$ cat config.mk
export PLATFORM = sky130hd
export DESIGN_NAME = instruction_fetch_flat
export DESIGN_NICKNAME = d
export VERILOG_FILES = /design/src/rtl/instruction_fetch_pkg.sv /design/src/rtl/instruction_fetch_if.sv /design/src/rtl/instruction_fetch_target_adder.sv /design/src/rtl/instruction_fetch.sv /design/src/flat_wrapper.sv
export SDC_FILE = /design/constraint.sdc
export NUM_CORES = 1
export LEC_CHECK = 0
export CORE_MARGIN = 2
export CORE_UTILIZATION = 40
export CTS_BUF_LIST = sky130_fd_sc_hd__clkbuf_2
export CTS_CLUSTER_DIAMETER = 60
export DETAILED_ROUTE_END_ITERATION = 8
export GPL_ROUTABILITY_DRIVEN = 0
export SLEW_MARGIN = 15
export SYNTH_ARGS = -nofsm -noshare
export SYNTH_HDL_FRONTEND = slang
export SYNTH_SLANG_ARGS = --single-unit
$ cat constraint.sdc
create_clock -name clk_i -period 3.3 [get_ports clk_i]
set_input_delay 0.66 -clock clk_i [delete_from_list [all_inputs] [get_ports clk_i]]
set_output_delay 0.66 -clock clk_i [all_outputs]
set_load 0.01 [all_outputs]
$ cat src/rtl/instruction_fetch_pkg.sv
// Shared types and widths for the instruction fetch unit.
// Holds the fetch FSM state encoding and the word-offset helper.
package instruction_fetch_pkg;

    localparam int PC_W    = 32;
    localparam int INSTR_W = 32;
    localparam int OFF_W   = 8;

    localparam logic [PC_W-1:0] RESET_PC_DEFAULT = 32'h0000_0000;

    typedef enum logic [1:0] {
        FETCH = 2'd0,
        FULL  = 2'd1,
        DRAIN = 2'd2
    } fetch_state_e;

    // Signed word offset -> signed byte offset at full PC width
    function automatic logic [PC_W-1:0] word_off_to_bytes(
        input logic [OFF_W-1:0] off
    );
        return {{(PC_W-OFF_W-2){off[OFF_W-1]}}, off, 2'b00};
    endfunction

endpackage

$ cat src/rtl/instruction_fetch_if.sv
// Bundle of instruction-memory and decode-side signals of the fetch unit.
// master = fetch unit, slave = memory/decode environment.
interface instruction_fetch_if;
    import instruction_fetch_pkg::*;

    logic               imem_read;
    logic [PC_W-1:0]    imem_address;
    logic [INSTR_W-1:0] imem_readdata;
    logic               imem_busywait;

    logic               stall;
    logic               redirect;
    logic [OFF_W-1:0]   offset;

    logic [INSTR_W-1:0] instruction;
    logic               inst_valid;
    logic [PC_W-1:0]    inst_pc;

    modport master (
        output imem_read,
        output imem_address,
        input  imem_readdata,
        input  imem_busywait,
        input  stall,
        input  redirect,
        input  offset,
        output instruction,
        output inst_valid,
        output inst_pc
    );

    modport slave (
        input  imem_read,
        input  imem_address,
        output imem_readdata,
        output imem_busywait,
        output stall,
        output redirect,
        output offset,
        input  instruction,
        input  inst_valid,
        input  inst_pc
    );

endinterface

$ cat src/rtl/instruction_fetch_target_adder.sv
// Redirect target and sequential next-fetch address computation.
// Both wrap modulo 2^32.
module fetch_target_adder
    import instruction_fetch_pkg::*;
(
    input  logic [PC_W-1:0]  inst_pc_i,
    input  logic [OFF_W-1:0] offset_i,
    input  logic [PC_W-1:0]  fetch_addr_i,
    output logic [PC_W-1:0]  target_o,
    output logic [PC_W-1:0]  pc_inc_o
);

    assign target_o = inst_pc_i + PC_W'(4) + word_off_to_bytes(offset_i);
    assign pc_inc_o = fetch_addr_i + PC_W'(4);

endmodule

$ cat src/rtl/instruction_fetch.sv
// Instruction fetch unit: single outstanding memory read, one-entry skid
// buffer for decode back-pressure, and redirect with in-flight drain.
module instruction_fetch
    import instruction_fetch_pkg::*;
#(
    parameter logic [PC_W-1:0] RESET_PC = RESET_PC_DEFAULT
) (
    input logic               clk_i,
    input logic               reset_ni,
    instruction_fetch_if.master bus
);

    fetch_state_e       state_q, state_d;
    logic [PC_W-1:0]    pc_q, pc_d;
    logic [PC_W-1:0]    fetch_addr_q, fetch_addr_d;
    logic [INSTR_W-1:0] instr_q, instr_d;
    logic [PC_W-1:0]    inst_pc_q, inst_pc_d;
    logic               valid_q, valid_d;
    logic [INSTR_W-1:0] skid_word_q, skid_word_d;
    logic [PC_W-1:0]    skid_addr_q, skid_addr_d;
    logic               skid_valid_q, skid_valid_d;

    logic               imem_read;
    logic               consume;
    logic               redir;
    logic [PC_W-1:0]    target;
    logic [PC_W-1:0]    pc_inc;

    assign consume = valid_q & ~bus.stall;
    assign redir   = consume & bus.redirect;

    fetch_target_adder u_target (
        .inst_pc_i    (inst_pc_q),
        .offset_i     (bus.offset),
        .fetch_addr_i (fetch_addr_q),
        .target_o     (target),
        .pc_inc_o     (pc_inc)
    );

    always_comb begin
        state_d      = state_q;
        pc_d         = pc_q;
        fetch_addr_d = fetch_addr_q;
        instr_d      = instr_q;
        inst_pc_d    = inst_pc_q;
        valid_d      = valid_q;
        skid_word_d  = skid_word_q;
        skid_addr_d  = skid_addr_q;
        skid_valid_d = skid_valid_q;
        imem_read    = 1'b0;

        unique case (state_q)
            FETCH: begin
                imem_read = 1'b1;
                if (redir) begin
                    valid_d      = 1'b0;
                    skid_valid_d = 1'b0;
                    pc_d         = target;
                    // A busy request must finish before the target is issued
                    if (bus.imem_busywait) begin
                        state_d = DRAIN;
                    end else begin
                        fetch_addr_d = target;
                    end
                end else if (!bus.imem_busywait) begin
                    if (!valid_q || consume) begin
                        instr_d      = bus.imem_readdata;
                        inst_pc_d    = fetch_addr_q;
                        valid_d      = 1'b1;
                        pc_d         = pc_inc;
                        fetch_addr_d = pc_inc;
                    end else begin
                        skid_word_d  = bus.imem_readdata;
                        skid_addr_d  = fetch_addr_q;
                        skid_valid_d = 1'b1;
                        pc_d         = pc_inc;
                        state_d      = FULL;
                    end
                end else if (consume) begin
                    valid_d = 1'b0;
                end
            end

            FULL: begin
                if (redir) begin
                    valid_d      = 1'b0;
                    skid_valid_d = 1'b0;
                    pc_d         = target;
                    fetch_addr_d = target;
                    state_d      = FETCH;
                end else if (consume) begin
                    instr_d      = skid_word_q;
                    inst_pc_d    = skid_addr_q;
                    valid_d      = skid_valid_q;
                    skid_valid_d = 1'b0;
                    fetch_addr_d = pc_q;
                    state_d      = FETCH;
                end
            end

            DRAIN: begin
                imem_read = 1'b1;
                valid_d   = 1'b0;
                if (!bus.imem_busywait) begin
                    fetch_addr_d = pc_q;
                    state_d      = FETCH;
                end
            end

            default: begin
                state_d = FETCH;
            end
        endcase
    end

    always_ff @(posedge clk_i) begin
        if (!reset_ni) begin
            state_q      <= FETCH;
            pc_q         <= RESET_PC;
            fetch_addr_q <= RESET_PC;
            instr_q      <= '0;
            inst_pc_q    <= '0;
            valid_q      <= 1'b0;
            skid_word_q  <= '0;
            skid_addr_q  <= '0;
            skid_valid_q <= 1'b0;
        end else begin
            state_q      <= state_d;
            pc_q         <= pc_d;
            fetch_addr_q <= fetch_addr_d;
            instr_q      <= instr_d;
            inst_pc_q    <= inst_pc_d;
            valid_q      <= valid_d;
            skid_word_q  <= skid_word_d;
            skid_addr_q  <= skid_addr_d;
            skid_valid_q <= skid_valid_d;
        end
    end

    assign bus.imem_read    = imem_read;
    assign bus.imem_address = fetch_addr_q;
    assign bus.instruction  = instr_q;
    assign bus.inst_valid   = valid_q;
    assign bus.inst_pc      = inst_pc_q;

endmodule

$ cat src/flat_wrapper.sv
// flat-port wrapper written by rule: the top's interface ports become plain ports
module instruction_fetch_flat import instruction_fetch_pkg::*;
#(
    parameter logic [PC_W-1:0] RESET_PC = RESET_PC_DEFAULT
)
  (clk_i, reset_ni, bus_imem_read, bus_imem_address, bus_imem_readdata, bus_imem_busywait, bus_stall, bus_redirect, bus_offset, bus_instruction, bus_inst_valid, bus_inst_pc);
  instruction_fetch_if bus_i ();
  input logic clk_i;
  input logic reset_ni;
  output wire logic [$bits(bus_i.imem_read)-1:0] bus_imem_read;
  output wire logic [$bits(bus_i.imem_address)-1:0] bus_imem_address;
  input wire logic [$bits(bus_i.imem_readdata)-1:0] bus_imem_readdata;
  input wire logic [$bits(bus_i.imem_busywait)-1:0] bus_imem_busywait;
  input wire logic [$bits(bus_i.stall)-1:0] bus_stall;
  input wire logic [$bits(bus_i.redirect)-1:0] bus_redirect;
  input wire logic [$bits(bus_i.offset)-1:0] bus_offset;
  output wire logic [$bits(bus_i.instruction)-1:0] bus_instruction;
  output wire logic [$bits(bus_i.inst_valid)-1:0] bus_inst_valid;
  output wire logic [$bits(bus_i.inst_pc)-1:0] bus_inst_pc;
  assign bus_imem_read = bus_i.imem_read;
  assign bus_imem_address = bus_i.imem_address;
  assign bus_i.imem_readdata = bus_imem_readdata;
  assign bus_i.imem_busywait = bus_imem_busywait;
  assign bus_i.stall = bus_stall;
  assign bus_i.redirect = bus_redirect;
  assign bus_i.offset = bus_offset;
  assign bus_instruction = bus_i.instruction;
  assign bus_inst_valid = bus_i.inst_valid;
  assign bus_inst_pc = bus_i.inst_pc;
  instruction_fetch #(.RESET_PC(RESET_PC)) u_core (.clk_i(clk_i), .reset_ni(reset_ni), .bus(bus_i));
endmodule
==> results.md <==
* Most frequent cells in the layout: 235 x nand2_1, 192 x dfxtp_1, 144 x a21oi_1, 142 x clkdlybuf4s50_1, 142 x buf_4
* Vias at between 10000 and 15000
* Worst slew pin tran at 0.685 ns
* DRT Wirelength at about 33 mm
* Sequential share of the synthesized area at 0.353
* Share of layout cells above drive strength 1 at 0.148
* Final setup fails at 0
* Detailed placer's ending HPWL at 22.7 mm
* Post-synth top area share at 0.353
* Commonest non-fill, non-tap cell in the layout: nand2_1
* Reg clk slew, reported paths at 0.37 ns
* Fin cells at 1978
* Grt ovf at 0
* WS Path Type: flip-flop to flip-flop
* Crit path cell chain: ha_4 > ha_2 > inv_2 > fa_2 > nor2b_4 > o31ai_4 > a211oi_4 > a211oi_2 > buf_4 > o31ai_4 > xor2_2 > nor2_1 > or4_1 > a21oi_2
* Syn Nets at roughly 1500
* First-pass GRT wire length at about 53 mm
* CTS buffer count at 17
* Crit Path Max Fanout at 3
* R2r setup slk at ~0.11 ns
* PD cells at ~830 nW/um2
* Pre-CTS setup slack at -0.781 ns
* VDD IR max at between 0.0003 and 0.0004 V
* Synth Flop Type: dfxtp_1
* Hold-fix buffers at CTS at 0
* Largest net degree at the start of global routing at 87
* Synthesis Warnings at 0
* Area leader, netlist: dfxtp_1
* FF+latch count, synth at about 200
* DRC violations left at 0
* Clock Latency Late Sink at around 0.84 ns
* TritonCTS clock tree: built
* Fill cells at approximately 2700
* Max-slew violations at 0
* EDFF count, synth at 0
* Clock tree buffer depth at 2
* Reg area at between 3000 and 4000 um2
* Worst Skew at about 0.051 ns
* Root Buffer: clkbuf_2
* Initial antenna violation count at 1
* Crit. End Element: flip-flop
* Max Freq at about 310 MHz
* Number of H-tree levels at 4
* Dpl cells at 1942
* Hold Vio Cnt, Final at 0
* PnR worst setup slack at between 0.1 and 0.15 ns
* Row cnt at 61
* Pre-antenna DRT Iters at 5
* Drt wl/cell at about 17 um
* Die Y at 171 um
* Crit path time final at ~3.2 ns
* Worst slew margin at 0.544
* HP Class: primary input to flip-flop
* Layout area overhead at 27.8%
* Mapped Avg Cell Area at around 8.0 um2
* Arrival @ worst endpoint at 3.97 ns
* Tcrit/Tclk final at 0.967
* PortBufs at roughly 140
* Vias in the first global route at approximately 10000
* Startpoint Class: flip-flop
* Largest stage delay on the critical path at about 0.42 ns
* Final setup TNS at 0 ns
* Crit-path slowest cell: dfxtp_2
* Drt via density at 5.41
* Post-Syn Area at roughly 11000 um2
* Async S/R FF share, synth at 0
* Synth unique cells at between 80 and 90
* Sink Count at approximately 200
* DIE WIDTH at 171 um
* Fin util at 0.516
* # IOs at ~140
* Max-Cap Viols at 0
* Top cells by area, synth: dfxtp_1 35%, nand2_1 7.9%, ha_1 7.0%
* Run status: finished, final reports clean
* Total GRT Usage at 0.227
* Area of the multi-input gates at 6810 um2
* CP dominant cell by count: o31ai_4
* Critical Path RT at a little over 4 ns
* Overall power at roughly 0.012 W
* Core area at about 28000 um2
* Starting Density at 0.404
* Fin nets at 1694
* Leak at between 5 and 6 nW
* Initial DRC count at approximately 840
* Post-route ant nets at 0
* Die Area at about 30000 um2
* Mapped Cells at between 1000 and 1500
## per-stage QoR
step	cell area, um2	hold slack (ns)
2_1_floorplan	11100	0.432
3_3_place_gp	13800	0.440
3_5_place_dp	13800	0.446
4_1_cts	14100	0.269
5_1_grt	14200	0.262
6_report	14200	0.318
## layer usage
metal / share of wire / wire length (um) / up-vias / global-route usage
li1: - / - / 5360 / -
met3: 0.048 / 1580 / 35 / 0.0338
met1: 0.46 / 15300 / 5030 / 0.300
met5: 0 / 0 / - / 0
met2: 0.47 / 15500 / 280 / 0.385
met4: 0.019 / 621 / 0 / 0.0639
## layout make-up
cell class,instances,area share
timing repair buffer,293,0.188
clock inverter,15,0.0126
tap,378,0.0333
inverter,17,0.00467
clock buffer,17,0.00599
sequential,196,0.276
antenna,1,0.000176
multi-input combinational,1061,0.479
## cells in the mapped netlist (3+ instances only)
master / count
and2_1: 6
a22oi_1: 5
o21a_1: 7
nand4_1: 7
a31oi_1: 3
and3_1: 15
nor2b_1: 4
mux2i_1: 69
a21boi_0: 3
buf_2: 4
nor3_1: 7
nand2_1: 235
a211oi_1: 74
dfxtp_1: 196
a222oi_1: 5
or3_1: 7
nor3b_1: 3
clkbuf_1: 84
a22o_1: 3
xnor2_1: 32
buf_6: 5
buf_1: 11
o21ai_1: 3
a221oi_1: 13
nand3_1: 33
inv_1: 17
o211ai_1: 18
o21ai_0: 51
nor2_1: 130
a21oi_1: 148
nand2b_1: 3
ha_1: 62
o221ai_1: 6
a21o_1: 17
o31ai_1: 3
a311oi_1: 10
a211oi_2: 3
o21bai_1: 3
xor2_1: 22
## cells by family after synthesis
logic type,Yosys count,share of synthesized area
AO/OA/AOI/OAI,405,0.240
XOR/XNOR,54,0.0425
adder cells (fa/ha/maj),63,0.0715
buffers and inverters,125,0.0499
flip-flops,196,0.353
multiplexers,69,0.0621
AND/OR/NAND/NOR,470,0.182
## sequential cells by signal, indices dropped and copies added, names as in the netlist
signal / cells
u_core.bus.imem_address: 32
u_core.bus.inst_pc: 32
u_core.bus.inst_valid: 1
u_core.state_q: 2
u_core.skid_word_q: 32
u_core.pc_q: 32
u_core.bus.instruction: 32
u_core.skid_valid_q: 1
u_core.skid_addr_q: 32
## path summary, 6_finish.rpt
kind | startpoint | endpoint | depth (start not counted)
worst max register to register | u_core.bus.inst_pc[3] | u_core.bus.imem_address[29] | 14
worst max-delay path | u_core.bus.inst_pc[3] | u_core.bus.imem_address[29] | 14
worst min register to register | u_core.skid_addr_q[24] | u_core.skid_addr_q[24] | 2
worst min-delay path | bus_imem_readdata[9] | u_core.skid_word_q[9] | 3
## critical path, delay by kind of cell, from the launching register on
kind	cells	cell delay [ns]
simple gates	3	0.62
flops	1	0.42
compound gates	5	0.94
fa+ha+maj	3	0.80
xor+xnor	1	0.17
buf+inv	2	0.21
## report_power, final
group | switching (W) | total, W | internal (W)
Combinational | 0.00368 | 0.00697 | 0.00329
Clock | 0.00102 | 0.00129 | 0.000269
Sequential | 0.000499 | 0.00347 | 0.00297
Total | 0.00520 | 0.0117 | 0.00653
## what timing repair did
item / CTS / global route
resized for setup: 0 / 27
gates cloned: 0 / 0
pin swaps: 1 / 19
endpoints found under the setup margin: 1 / 11
buffers inserted: 0 / 3
Power figures use the tool's default switching activity.
==> RTL edit (same settings) <==
`INSTR_W`: 32 -> 48.
--- a/src/rtl/instruction_fetch_pkg.sv
+++ b/src/rtl/instruction_fetch_pkg.sv
@@ -3,7 +3,7 @@
 package instruction_fetch_pkg;
 
     localparam int PC_W    = 32;
-    localparam int INSTR_W = 32;
+    localparam int INSTR_W = 48;
     localparam int OFF_W   = 8;
 
     localparam logic [PC_W-1:0] RESET_PC_DEFAULT = 32'h0000_0000;
Interface: changed (resized bus_imem_readdata and bus_instruction); port bits go from 143 to 175. No check against the original RTL was run, so the function may have changed too.
==> RTL edit against the unedited design <==
- wire length up 14%
- sequential cell count up 32
- area after synthesis up 11%
- clock power up 65%
- sequential power up 4%
- global-route usage down 0.21 points
- total power down 6.0%
- final area up 11%
- worst setup slack better by 63 ps
- critical path type unchanged
==> RTL edit: results (changes against the unedited design) <==
| Metric | Value |
|---|---|
| Post-DP HPWL | 25.7 mm (+13%) |
| Iter 0 DRT Violations | 711 (-15%) |
| NumNets Final | 1903 (+12%) |
| Share of cells above drive strength 1 | 14.9% (+0.12 points) |
| GRT Util Overall | 22.5% (-0.21 points) |
| Placed insts | 2106 (+8.4%) |
| Yosys cell types | 76 (-6.2%) |
| Area contributors post-synth | dfxtp_1 37%, nand2_1 7.8%, a21oi_1 7.1% |
| Worst Hold Depth | 3 (unchanged) |
| Hold path start | bus_imem_readdata[36] |
| Hold Path Class | in -> reg |
| Register-to-Register Setup Slack | 170 ps (+60 ps) |
| Worst path arrival time | 3820 ps (-150 ps) |
| Leakage | 6.08 nW (+11%) |
| R2R depth | 16 (+2) |
| Avg Cell Area, Syn | 8.13 um^2 (+0.99%) |
| Clk buf depth | 3 (+1) |
| Worst-skew pair later-pin latency | 870 ps (+30 ps) |
| DR pass1 iterations | 5 (unchanged) |
| Layout Skew | 77.7 ps (+26.4 ps) |
| Largest net degree at the start of global routing | 113 (+30%) |
| First-pass GRT wire length | 60.4 mm (+13%) |
| Wire length per cell | 16.9 um (+1.3%) |
| Port Buffer Count | 174 (+23%) |
| CTS HTree Levels | 3 (-1) |
| Hold Path Sink | u_core.skid_word_q[36] |
| Top-area cell type share of the netlist area | 36.9% (+1.7 points) |
| Status | completed |
| Post-synthesis sequential area ratio | 36.9% (+1.7 points) |
| Clk slew on worst S/H paths | 110 ps (-260 ps) |
| Crit path from | u_core.bus.inst_pc[2] |
| Syn nets | 1644 (+10%) |
| CTS Buf Count | 66 (+49) |
| Vias | 12000 (+12%) |
| R2R Path End | u_core.bus.imem_address[27] |
| Max-slew headroom at the worst pin | 29.3% (-25 points) |
| VDD IR max | 0.324 mV (-16%) |
| Top cells by count, synth | 257 x nand2_1, 228 x dfxtp_1, 175 x a21oi_1 |
| CTS root buffer | clkbuf_2 |
| Post-synth ARST share | 0% (unchanged) |
| Final wirelength | 37.5 mm (+14%) |
| Pre-CTS setup slack | -544 ps (+237 ps) |
| CP max FO | 5 (+2) |
[RTL edit: cell types whose count changed after synthesis, moves of 15 or more]
cell,before,now
a21oi_1,148,175
nor2_1,130,166
a211oi_1,74,93
nand2_1,235,257
buf_2,4,19
dfxtp_1,196,228
[RTL edit: routing by layer]
metal  global-route usage (%)  part of all wire, %  wire length [um]  vias to the layer above
met5                        0                    0                 0                        -
met4                     7.45                  1.9               724                        0
met3                     7.11                  8.2              3090                       64
met2                     36.6                   46             17300                      381
met1                     28.3                   44             16400                     5597
li1                         -                    -                 -                     5962
[RTL edit: where the power goes]
part           switching (W)  total (W)  leakage [nW]  internal [W]
combinational        0.00284    0.00529          3.79       0.00245
sequential          0.000379    0.00361          1.86       0.00323
clock                0.00129    0.00213         0.431      0.000838
total                0.00451     0.0110          6.08       0.00652
[RTL edit: through the flow]
stage,utilization [%],cell area [um^2],hold slack (ps)
3_3_place_gp,49.9,15200,440
2_1_floorplan,-,12400,432
5_1_grt,51.9,15800,280
4_1_cts,51.8,15800,258
3_5_place_dp,49.9,15200,446
6_report,51.9,15800,352
[RTL edit: worst max path at each step]
stage                                        endpoint  slack, ps  cells past startpoint
after floorplan           u_core.bus.imem_address[19]        190                     13
after global placement    u_core.bus.imem_address[27]       -500                     17
after detailed placement  u_core.bus.imem_address[27]       -540                     17
after CTS                               bus_imem_read         50                      4
after global routing      u_core.bus.imem_address[27]         -6                     16
final                     u_core.bus.imem_address[27]        170                     16
[RTL edit: final cells by class]
cell class              count  area (um^2)
fillers                  2963        14700
multi-input cells        1154         7240
flip-flops and latches    228         4560
repair buffers            309         2870
well taps                 396          495
clock buffers              92          460
clock inverters            18          123
inverters                  20         80.1
diodes                      1         2.50
[RTL edit: critical path, cell delays in order (launching register included)]
cell and delay, ps:
dfxtp_1 370, inv_1 50, ha_1 180, inv_1 60
ha_1 180, inv_1 70, fa_2 360, nor2b_4 150
o31ai_4 80, a31oi_4 270, a311oi_2 130, buf_4 170
o31ai_1 270, xor2_1 230, mux2_2 180, a21oi_1 40
o31ai_1 220
[RTL edit: logic make-up after synthesis]
kind of cell | after synthesis | share of synthesized area [%]
buffers and inverters | 138 | 4.93
and+or+nand+nor | 511 | 17.3
AOI/OAI and AO/OA | 441 | 23.7
xor gates and xnor gates | 55 | 3.90
DFF | 228 | 36.9
muxes | 84 | 6.82
adders and majority gates | 63 | 6.44
[RTL edit: timing repair]
item,in CTS,in global routing
setup endpoints to repair,0,2
setup buffers,0,1
resized for setup,0,2
